<file path="src/rtl/mips_pkg.sv">
// Shared definitions for the MIPS multicycle control slice: FSM states,
// instruction classes, opcode/funct encodings, ALU codes and pc_src encodings.
package mips_pkg;

   typedef enum logic [2:0] {
      S_IDLE   = 3'd0,
      S_FETCH  = 3'd1,
      S_DECODE = 3'd2,
      S_EXEC   = 3'd3,
      S_MEM    = 3'd4,
      S_WB     = 3'd5,
      S_ERR    = 3'd6
   } state_t;

   typedef enum logic [2:0] {
      CLS_NONE = 3'd0,
      CLS_RALU = 3'd1,
      CLS_IALU = 3'd2,
      CLS_LW   = 3'd3,
      CLS_SW   = 3'd4,
      CLS_J    = 3'd5,
      CLS_JR   = 3'd6,
      CLS_BEQ  = 3'd7
   } instr_class_t;

   // Opcodes (IR[31:26])
   localparam logic [5:0] OP_RTYPE = 6'h00;
   localparam logic [5:0] OP_J     = 6'h02;
   localparam logic [5:0] OP_BEQ   = 6'h04;
   localparam logic [5:0] OP_ADDI  = 6'h08;
   localparam logic [5:0] OP_SLTI  = 6'h0A;
   localparam logic [5:0] OP_ANDI  = 6'h0C;
   localparam logic [5:0] OP_ORI   = 6'h0D;
   localparam logic [5:0] OP_LW    = 6'h23;
   localparam logic [5:0] OP_SW    = 6'h2B;

   // R-type function codes (IR[5:0])
   localparam logic [5:0] FN_JR    = 6'h08;
   localparam logic [5:0] FN_ADD   = 6'h20;
   localparam logic [5:0] FN_SUB   = 6'h22;
   localparam logic [5:0] FN_SUBU  = 6'h23;
   localparam logic [5:0] FN_AND   = 6'h24;
   localparam logic [5:0] FN_OR    = 6'h25;
   localparam logic [5:0] FN_NOR   = 6'h27;
   localparam logic [5:0] FN_SLT   = 6'h2A;

   // Base ALU codes; zero-extended to the ALU_OP_W port width at the top
   localparam int         ALU_CODE_W = 4;
   localparam logic [3:0] ALU_ADD  = 4'd0;
   localparam logic [3:0] ALU_AND  = 4'd1;
   localparam logic [3:0] ALU_OR   = 4'd2;
   localparam logic [3:0] ALU_NOR  = 4'd3;
   localparam logic [3:0] ALU_SLT  = 4'd5;
   localparam logic [3:0] ALU_SUB  = 4'd7;
   localparam logic [3:0] ALU_SUBU = 4'd8;
   localparam logic [3:0] ALU_NOP  = 4'hF;

   // pc_src encodings
   localparam logic [1:0] PC_SEQ    = 2'b00;
   localparam logic [1:0] PC_JUMP   = 2'b01;
   localparam logic [1:0] PC_REG    = 2'b10;
   localparam logic [1:0] PC_BRANCH = 2'b11;

endpackage

</file>
<file path="src/rtl/mips_instr_class_dec.sv">
// Combinational opcode/funct classifier. Produces the instruction class,
// the base ALU code for that instruction and an illegal-encoding flag.
// Kept standalone so the hazard unit can reuse the same decode.
module mips_instr_class_dec
   import mips_pkg::*;
(
   input  logic [5:0]            opcode,
   input  logic [5:0]            funct,
   output instr_class_t          cls,
   output logic [ALU_CODE_W-1:0] alu_code,
   output logic                  illegal
);

   // Map the encoding to a class; anything unrecognised flags illegal
   always_comb begin
      cls      = CLS_NONE;
      alu_code = ALU_NOP;
      illegal  = 1'b0;
      unique case (opcode)
         OP_RTYPE: begin
            cls = CLS_RALU;
            unique case (funct)
               FN_ADD:  alu_code = ALU_ADD;
               FN_AND:  alu_code = ALU_AND;
               FN_OR:   alu_code = ALU_OR;
               FN_NOR:  alu_code = ALU_NOR;
               FN_SLT:  alu_code = ALU_SLT;
               FN_SUB:  alu_code = ALU_SUB;
               FN_SUBU: alu_code = ALU_SUBU;
               FN_JR:   cls      = CLS_JR;
               default: begin
                  cls     = CLS_NONE;
                  illegal = 1'b1;
               end
            endcase
         end
         OP_ADDI: begin cls = CLS_IALU; alu_code = ALU_ADD; end
         OP_ANDI: begin cls = CLS_IALU; alu_code = ALU_AND; end
         OP_ORI:  begin cls = CLS_IALU; alu_code = ALU_OR;  end
         OP_SLTI: begin cls = CLS_IALU; alu_code = ALU_SLT; end
         OP_LW:   begin cls = CLS_LW;   alu_code = ALU_ADD; end
         OP_SW:   begin cls = CLS_SW;   alu_code = ALU_ADD; end
         OP_BEQ:  begin cls = CLS_BEQ;  alu_code = ALU_SUB; end
         OP_J:    cls = CLS_J;
         default: illegal = 1'b1;
      endcase
   end

endmodule

</file>
<file path="src/rtl/mips_multicycle_ctrl.sv">
// Multicycle MIPS control FSM: IDLE/FETCH/DECODE/EXEC/MEM/WB/ERR with a
// req/ready handshake to a shared memory, a bounded memory wait (ERR is
// sticky until reset) and run/halt gating at instruction boundaries.
// Optional: define PERF_CNT_EN to add cycle_cnt / retired_cnt outputs.
module mips_multicycle_ctrl
   import mips_pkg::*;
#(
   parameter int ALU_OP_W = 4,
   parameter int TIMEOUT  = 16,
   parameter int CNT_W    = 32
) (
   input  logic                clk,
   input  logic                reset,
   input  logic                run,
   input  logic [5:0]          opcode,
   input  logic [5:0]          funct,
   input  logic                zero,
   input  logic                mem_ready,
   output logic                mem_req,
   output logic                mem_we,
   output logic                ir_write,
   output logic                pc_write,
   output logic [1:0]          pc_src,
   output logic                reg_write,
   output logic                reg_dst,
   output logic                alu_src,
   output logic                mem_to_reg,
   output logic [ALU_OP_W-1:0] alu_op,
`ifdef PERF_CNT_EN
   output logic [CNT_W-1:0]    cycle_cnt,
   output logic [CNT_W-1:0]    retired_cnt,
`endif
   output logic                instr_done,
   output logic                illegal,
   output logic                timeout_err
);

   localparam int WAIT_W = (TIMEOUT > 2) ? $clog2(TIMEOUT) : 1;

   state_t                state, state_nx;
   instr_class_t          class_q, dec_class;
   logic [ALU_CODE_W-1:0] alu_code_q, dec_alu_code;
   logic                  dec_illegal;
   logic [WAIT_W-1:0]     wait_cnt;
   logic                  wait_expired;
   logic                  in_mem_phase;

   mips_instr_class_dec u_dec (
      .opcode   (opcode),
      .funct    (funct),
      .cls      (dec_class),
      .alu_code (dec_alu_code),
      .illegal  (dec_illegal)
   );

   assign in_mem_phase = (state == S_FETCH) || (state == S_MEM);
   assign wait_expired = (wait_cnt == WAIT_W'(TIMEOUT - 1));

   // State register plus the class latched in DECODE
   always_ff @(posedge clk) begin
      if (reset) begin
         state      <= S_IDLE;
         class_q    <= CLS_NONE;
         alu_code_q <= ALU_NOP;
      end else begin
         state <= state_nx;
         if (state == S_DECODE) begin
            class_q    <= dec_class;
            alu_code_q <= dec_alu_code;
         end
      end
   end

   // Memory wait counter: zero outside FETCH/MEM and after each completed access
   always_ff @(posedge clk) begin
      if (reset || !in_mem_phase || mem_ready)
         wait_cnt <= '0;
      else if (!wait_expired)
         wait_cnt <= wait_cnt + 1'b1;
   end

   // Next-state logic; run is consulted only in IDLE, at retire and on illegal decode
   always_comb begin
      state_nx = state;
      unique case (state)
         S_IDLE:   if (run) state_nx = S_FETCH;
         S_FETCH: begin
            if (mem_ready)         state_nx = S_DECODE;
            else if (wait_expired) state_nx = S_ERR;
         end
         S_DECODE: begin
            if (dec_illegal) state_nx = run ? S_FETCH : S_IDLE;
            else             state_nx = S_EXEC;
         end
         S_EXEC: begin
            unique case (class_q)
               CLS_J, CLS_JR, CLS_BEQ: state_nx = run ? S_FETCH : S_IDLE;
               CLS_LW, CLS_SW:         state_nx = S_MEM;
               CLS_RALU, CLS_IALU:     state_nx = S_WB;
               default:                state_nx = S_IDLE;
            endcase
         end
         S_MEM: begin
            if (mem_ready) begin
               if (class_q == CLS_SW) state_nx = run ? S_FETCH : S_IDLE;
               else                   state_nx = S_WB;
            end else if (wait_expired) begin
               state_nx = S_ERR;
            end
         end
         S_WB:     state_nx = run ? S_FETCH : S_IDLE;
         S_ERR:    state_nx = S_ERR;
         default:  state_nx = S_IDLE;
      endcase
   end

   // Control outputs from state and latched class (plus the memory handshake)
   always_comb begin
      mem_req     = 1'b0;
      mem_we      = 1'b0;
      ir_write    = 1'b0;
      pc_write    = 1'b0;
      pc_src      = PC_SEQ;
      reg_write   = 1'b0;
      reg_dst     = 1'b0;
      alu_src     = 1'b0;
      mem_to_reg  = 1'b0;
      alu_op      = '1;
      instr_done  = 1'b0;
      illegal     = 1'b0;
      timeout_err = 1'b0;
      unique case (state)
         S_FETCH: begin
            mem_req = 1'b1;
            if (mem_ready) begin
               ir_write = 1'b1;
               pc_write = 1'b1;
               pc_src   = PC_SEQ;
            end
         end
         // illegal is driven from the IR contents, which are registered
         S_DECODE: illegal = dec_illegal;
         S_EXEC: begin
            unique case (class_q)
               CLS_RALU: alu_op = ALU_OP_W'(alu_code_q);
               CLS_IALU, CLS_LW, CLS_SW: begin
                  alu_src = 1'b1;
                  alu_op  = ALU_OP_W'(alu_code_q);
               end
               CLS_J: begin
                  pc_write   = 1'b1;
                  pc_src     = PC_JUMP;
                  instr_done = 1'b1;
               end
               CLS_JR: begin
                  pc_write   = 1'b1;
                  pc_src     = PC_REG;
                  instr_done = 1'b1;
               end
               CLS_BEQ: begin
                  alu_op     = ALU_OP_W'(ALU_SUB);
                  pc_write   = zero;
                  pc_src     = PC_BRANCH;
                  instr_done = 1'b1;
               end
               default: ;
            endcase
         end
         S_MEM: begin
            mem_req    = 1'b1;
            mem_we     = (class_q == CLS_SW);
            instr_done = mem_ready && (class_q == CLS_SW);
         end
         S_WB: begin
            reg_write  = 1'b1;
            reg_dst    = (class_q == CLS_RALU);
            mem_to_reg = (class_q == CLS_LW);
            instr_done = 1'b1;
         end
         S_ERR:   timeout_err = 1'b1;
         default: ;
      endcase
   end

`ifdef PERF_CNT_EN
   // Active-cycle and retired-instruction counters, wrapping naturally
   always_ff @(posedge clk) begin
      if (reset) begin
         cycle_cnt   <= '0;
         retired_cnt <= '0;
      end else begin
         if (state != S_IDLE && state != S_ERR) cycle_cnt <= cycle_cnt + 1'b1;
         if (instr_done)                        retired_cnt <= retired_cnt + 1'b1;
      end
   end
`endif

endmodule

</file>
<file path="config.mk">
export PLATFORM = sky130hd
export DESIGN_NAME = mips_multicycle_ctrl
export DESIGN_NICKNAME = d
export VERILOG_FILES = /design/src/rtl/mips_pkg.sv /design/src/rtl/mips_instr_class_dec.sv /design/src/rtl/mips_multicycle_ctrl.sv
export SDC_FILE = /design/constraint.sdc
export NUM_CORES = 1
export LEC_CHECK = 0
export CAP_MARGIN = 10
export CORE_UTILIZATION = 53
export CTS_BUF_LIST = sky130_fd_sc_hd__clkbuf_4 sky130_fd_sc_hd__clkbuf_8
export CTS_CLUSTER_DIAMETER = 50
export DETAILED_ROUTE_END_ITERATION = 12
export PLACE_DENSITY = 0.9
export SYNTH_ARGS = -nofsm -noshare
export SYNTH_HDL_FRONTEND = slang
export SYNTH_SLANG_ARGS = --single-unit
</file>
<file path="constraint.sdc">
create_clock -name clk -period 3.1 [get_ports clk]
set_input_delay 0.465 -clock clk [delete_from_list [all_inputs] [get_ports clk]]
set_output_delay 0.465 -clock clk [all_outputs]
set_load 0.05 [all_outputs]
</file>
==> summary.txt <==
Drt
  • # DRC: 0
  • Vias: 1,514
  • Post-route ant nets: 0
  • Avg WL per Cell: 14.51 um
  • Via density: 6.205
  • DRT Wirelength: 3541 um
  • DRT iter0 DRCs: 57
  • TritonRoute pass-1 iters: 5

Timing
  • Setup_tns: 0 ns
  • Final period util: 91.96%
  • Setup-failing EPs final: 0
  • Headroom to the max-slew limit: 56.23%
  • Final Worst Setup Slack: 0.2493 ns
  • Clk_skew: 0.003803 ns
  • Tightest Pin Transition: 0.6480 ns
  • Fin. Hold Viols: 0
  • RSZ-0062 raised after global routing: no
  • Slew Limit Fails: 0
  • Min Tclk post-route: 2.851 ns
  • Fmax: 350.8 MHz

Worst setup path
  • Crit-path max FO: 16
  • WP data arrival: 2.39 ns
  • Crit Path Category: register to output pin
  • Setup crit end kind: output pin
  • FF-to-FF Start: state[1]
  • Worst setup SP type: register
  • Worst reg2reg setup slack: 1.29 ns
  • Critical R2R Capture: class_q[0]
  • R2r worst-path depth: 4
  • Required time of the critical path: 2.63 ns

CTS
  • Post-CTS Resized: 0
  • Post-CTS Setup Repair Bufs: 0
  • H-tree Lvls: 1
  • Worst-path clk slew: 0.09 ns
  • Worst-skew pair later-pin latency: 0.29 ns
  • TritonCTS clock tree: done
  • Num CTS Buffers: 3
  • Clock buffer depth: 2
  • Clock sinks: 14
  • Hold_buf cts: 0
  • CTS root buffer: clkbuf_4

Run
  • Max Cap Viol: 0

Logic synthesis
  • Seq/Total Area, Yosys: 21.19%
  • Synth Register Bits: 14
  • Mean post-synth cell area: 6.924 um^2
  • EDFF count, synth: 0
  • Yosys top cell area share: 21.19%
  • Dominant synthesized flop cell: dfxtp_1
  • Syn Inst Count: 191
  • Share of flip-flops with an asynchronous set or reset: 0%
  • Total number of yosys warnings: 0
  • Netlist cell types: 50
  • Net Count, Synth: 209
  • Largest area contributor in the netlist: dfxtp_1
  • Largest cells by area after synthesis: dfxtp_1 21%, nor2_1 6.5%, a21oi_1 5.7%
  • Post-Syn Area: 1323 um^2

Layout
  • Layout Cells excl Fill: 244
  • Share of cells above drive strength 1: 6.481%
  • ANT cells: 0
  • Fillcell total: 186
  • Nets: 235
  • Fin util: 73.23%
  • Layout area overhead: 26.02%

Pwr
  • LEAKAGE: 0.5917 nW
  • Max rail drop VDD: 222.1 uV
  • Power Dens Cells: 266.5 nW/um^2

Worst hold path
  • Min-Delay Endpoint: alu_code_q[2]
  • Hold path start: alu_code_q[2]
  • Class of the worst hold path: register to register
  • Hold-critical path depth: 2

Place
  • Detail Placement HPWL: 2605 um
  • I/O Buffers: 33
  • Pre-CTS setup slack: 0.2802 ns
  • GPL Wtd Cong: 0.8857
  • Placed insts: 240

Global route
  • GRT Total Usage: 30.04%
  • Vias in the first global route: 1,418
  • Largest net degree at the start of global routing: 18
  • First-pass GRT wire length: 6210 um
  • GRT Residual Overflow: 0
  • Number of antenna violations at the first check in global routing: 0

Die
  • Core Region: 2276 um^2
  • Die area: 2699 um^2
  • Row count: 17
  • Die Y: 51.96 um
  • Num ports: 34
  • Die X: 51.96 um
  • Starting Density: 58.11%

Run status
  • Status: complete, no violations
-- worst max-delay path, stage by stage (launching register included) --
cell and delay (ns):
dfxtp_1 0.64, nor2b_1 0.28, nand2_1 0.12, nor3b_1 0.22, clkdlybuf4s50_1 0.83
-- worst max-delay path by stage --
stage | start | end | slack (ns) | depth (start not counted)
after global placement | opcode[3] | illegal | 0.37 | 6
after global routing | state[2] | reg_dst | 0.03 | 4
after CTS | opcode[3] | illegal | 0.28 | 6
final | state[2] | reg_dst | 0.25 | 4
after floorplan | opcode[3] | illegal | 0.55 | 5
after detailed placement | opcode[3] | illegal | 0.28 | 6
-- metal layers --
metal / GRT usage (%) / part of all wire (%)
met1: 37.04 / 42
met2: 51.92 / 49
met3: 4.386 / 7.3
met4: 11.26 / 2.0
met5: 0 / 0
-- cells in the mapped netlist (all sizes together), types with 2 or more instances --
| library cell | number |
|---|---|
| nor2 | 24 |
| nand2 | 20 |
| a21oi | 15 |
| dfxtp | 14 |
| o21ai | 14 |
| a31oi | 10 |
| nor3 | 8 |
| clkbuf | 7 |
| nand2b | 7 |
| and3 | 6 |
| buf | 6 |
| nor2b | 5 |
| nor3b | 5 |
| inv | 4 |
| nand3 | 4 |
| and3b | 3 |
| nand3b | 3 |
| o22ai | 3 |
| xnor2 | 3 |
| a211oi | 2 |
| a2bb2oi | 2 |
| a311oi | 2 |
| o211ai | 2 |
| o21a | 2 |
-- report_power, final --
part           total (mW)  internal [mW]  switching (mW)
Clock               0.138         0.0715          0.0664
Combinational       0.116         0.0523          0.0635
Sequential          0.190          0.182         0.00815
Total               0.444          0.306           0.138
-- placed cells by master (no fill, tap or decap), types with 2 or more instances in the layout --
| master | count |
|---|---|
| xnor2_1 | 3 |
| inv_1 | 4 |
| nand3b_1 | 3 |
| clkdlybuf4s50_1 | 32 |
| o21ai_0 | 10 |
| clkbuf_4 | 3 |
| a21oi_1 | 15 |
| o211ai_1 | 2 |
| nand2b_1 | 7 |
| o22ai_1 | 3 |
| o21ai_1 | 4 |
| nand3_1 | 4 |
| and3b_1 | 3 |
| o21a_1 | 2 |
| a2bb2oi_1 | 2 |
| a31oi_1 | 10 |
| nand2_1 | 19 |
| a211oi_1 | 2 |
| nor3b_1 | 5 |
| nor2_1 | 23 |
| dfxtp_1 | 14 |
| nor3_1 | 7 |
| nor2b_1 | 5 |
| and3_1 | 6 |
-- layout make-up --
type	count	area, um^2	share of cell area, %
clock buffers	4	36.28	2.177
inverters	4	15.01	0.9009
multi-input cells	160	952.2	57.13
flip-flops and latches	14	280.3	16.82
well taps	28	35.03	2.102
repair buffers	34	347.8	20.87
-- registers in the layout (all words and copies together), names as in the netlist --
name,flops
alu_code_q,4
wait_cnt,4
class_q,3
state,3
-- per-stage QoR --
stage / hold WS [ns] / area, um^2 / power, mW
final: 0.4932 / 1667 / 0.4441
after global routing: 0.5499 / 1667 / 0.4645
after CTS: 0.4947 / 1667 / 0.4396
after detailed placement: 0.4784 / 1630 / 0.3072
after global placement: 0.4770 / 1630 / 0.3025
after floorplan: 0.4593 / 1323 / 0.2659
-- cell families after synthesis --
family                     synth area share, %
and+or+nand+nor                          37.75
AOI/OAI and AO/OA                        31.32
adders and majority gates               0.9459
buffers and inverters                    6.811
DFF                                      21.19
xor gates and xnor gates                 1.987
Power figures use the tool's default switching activity.
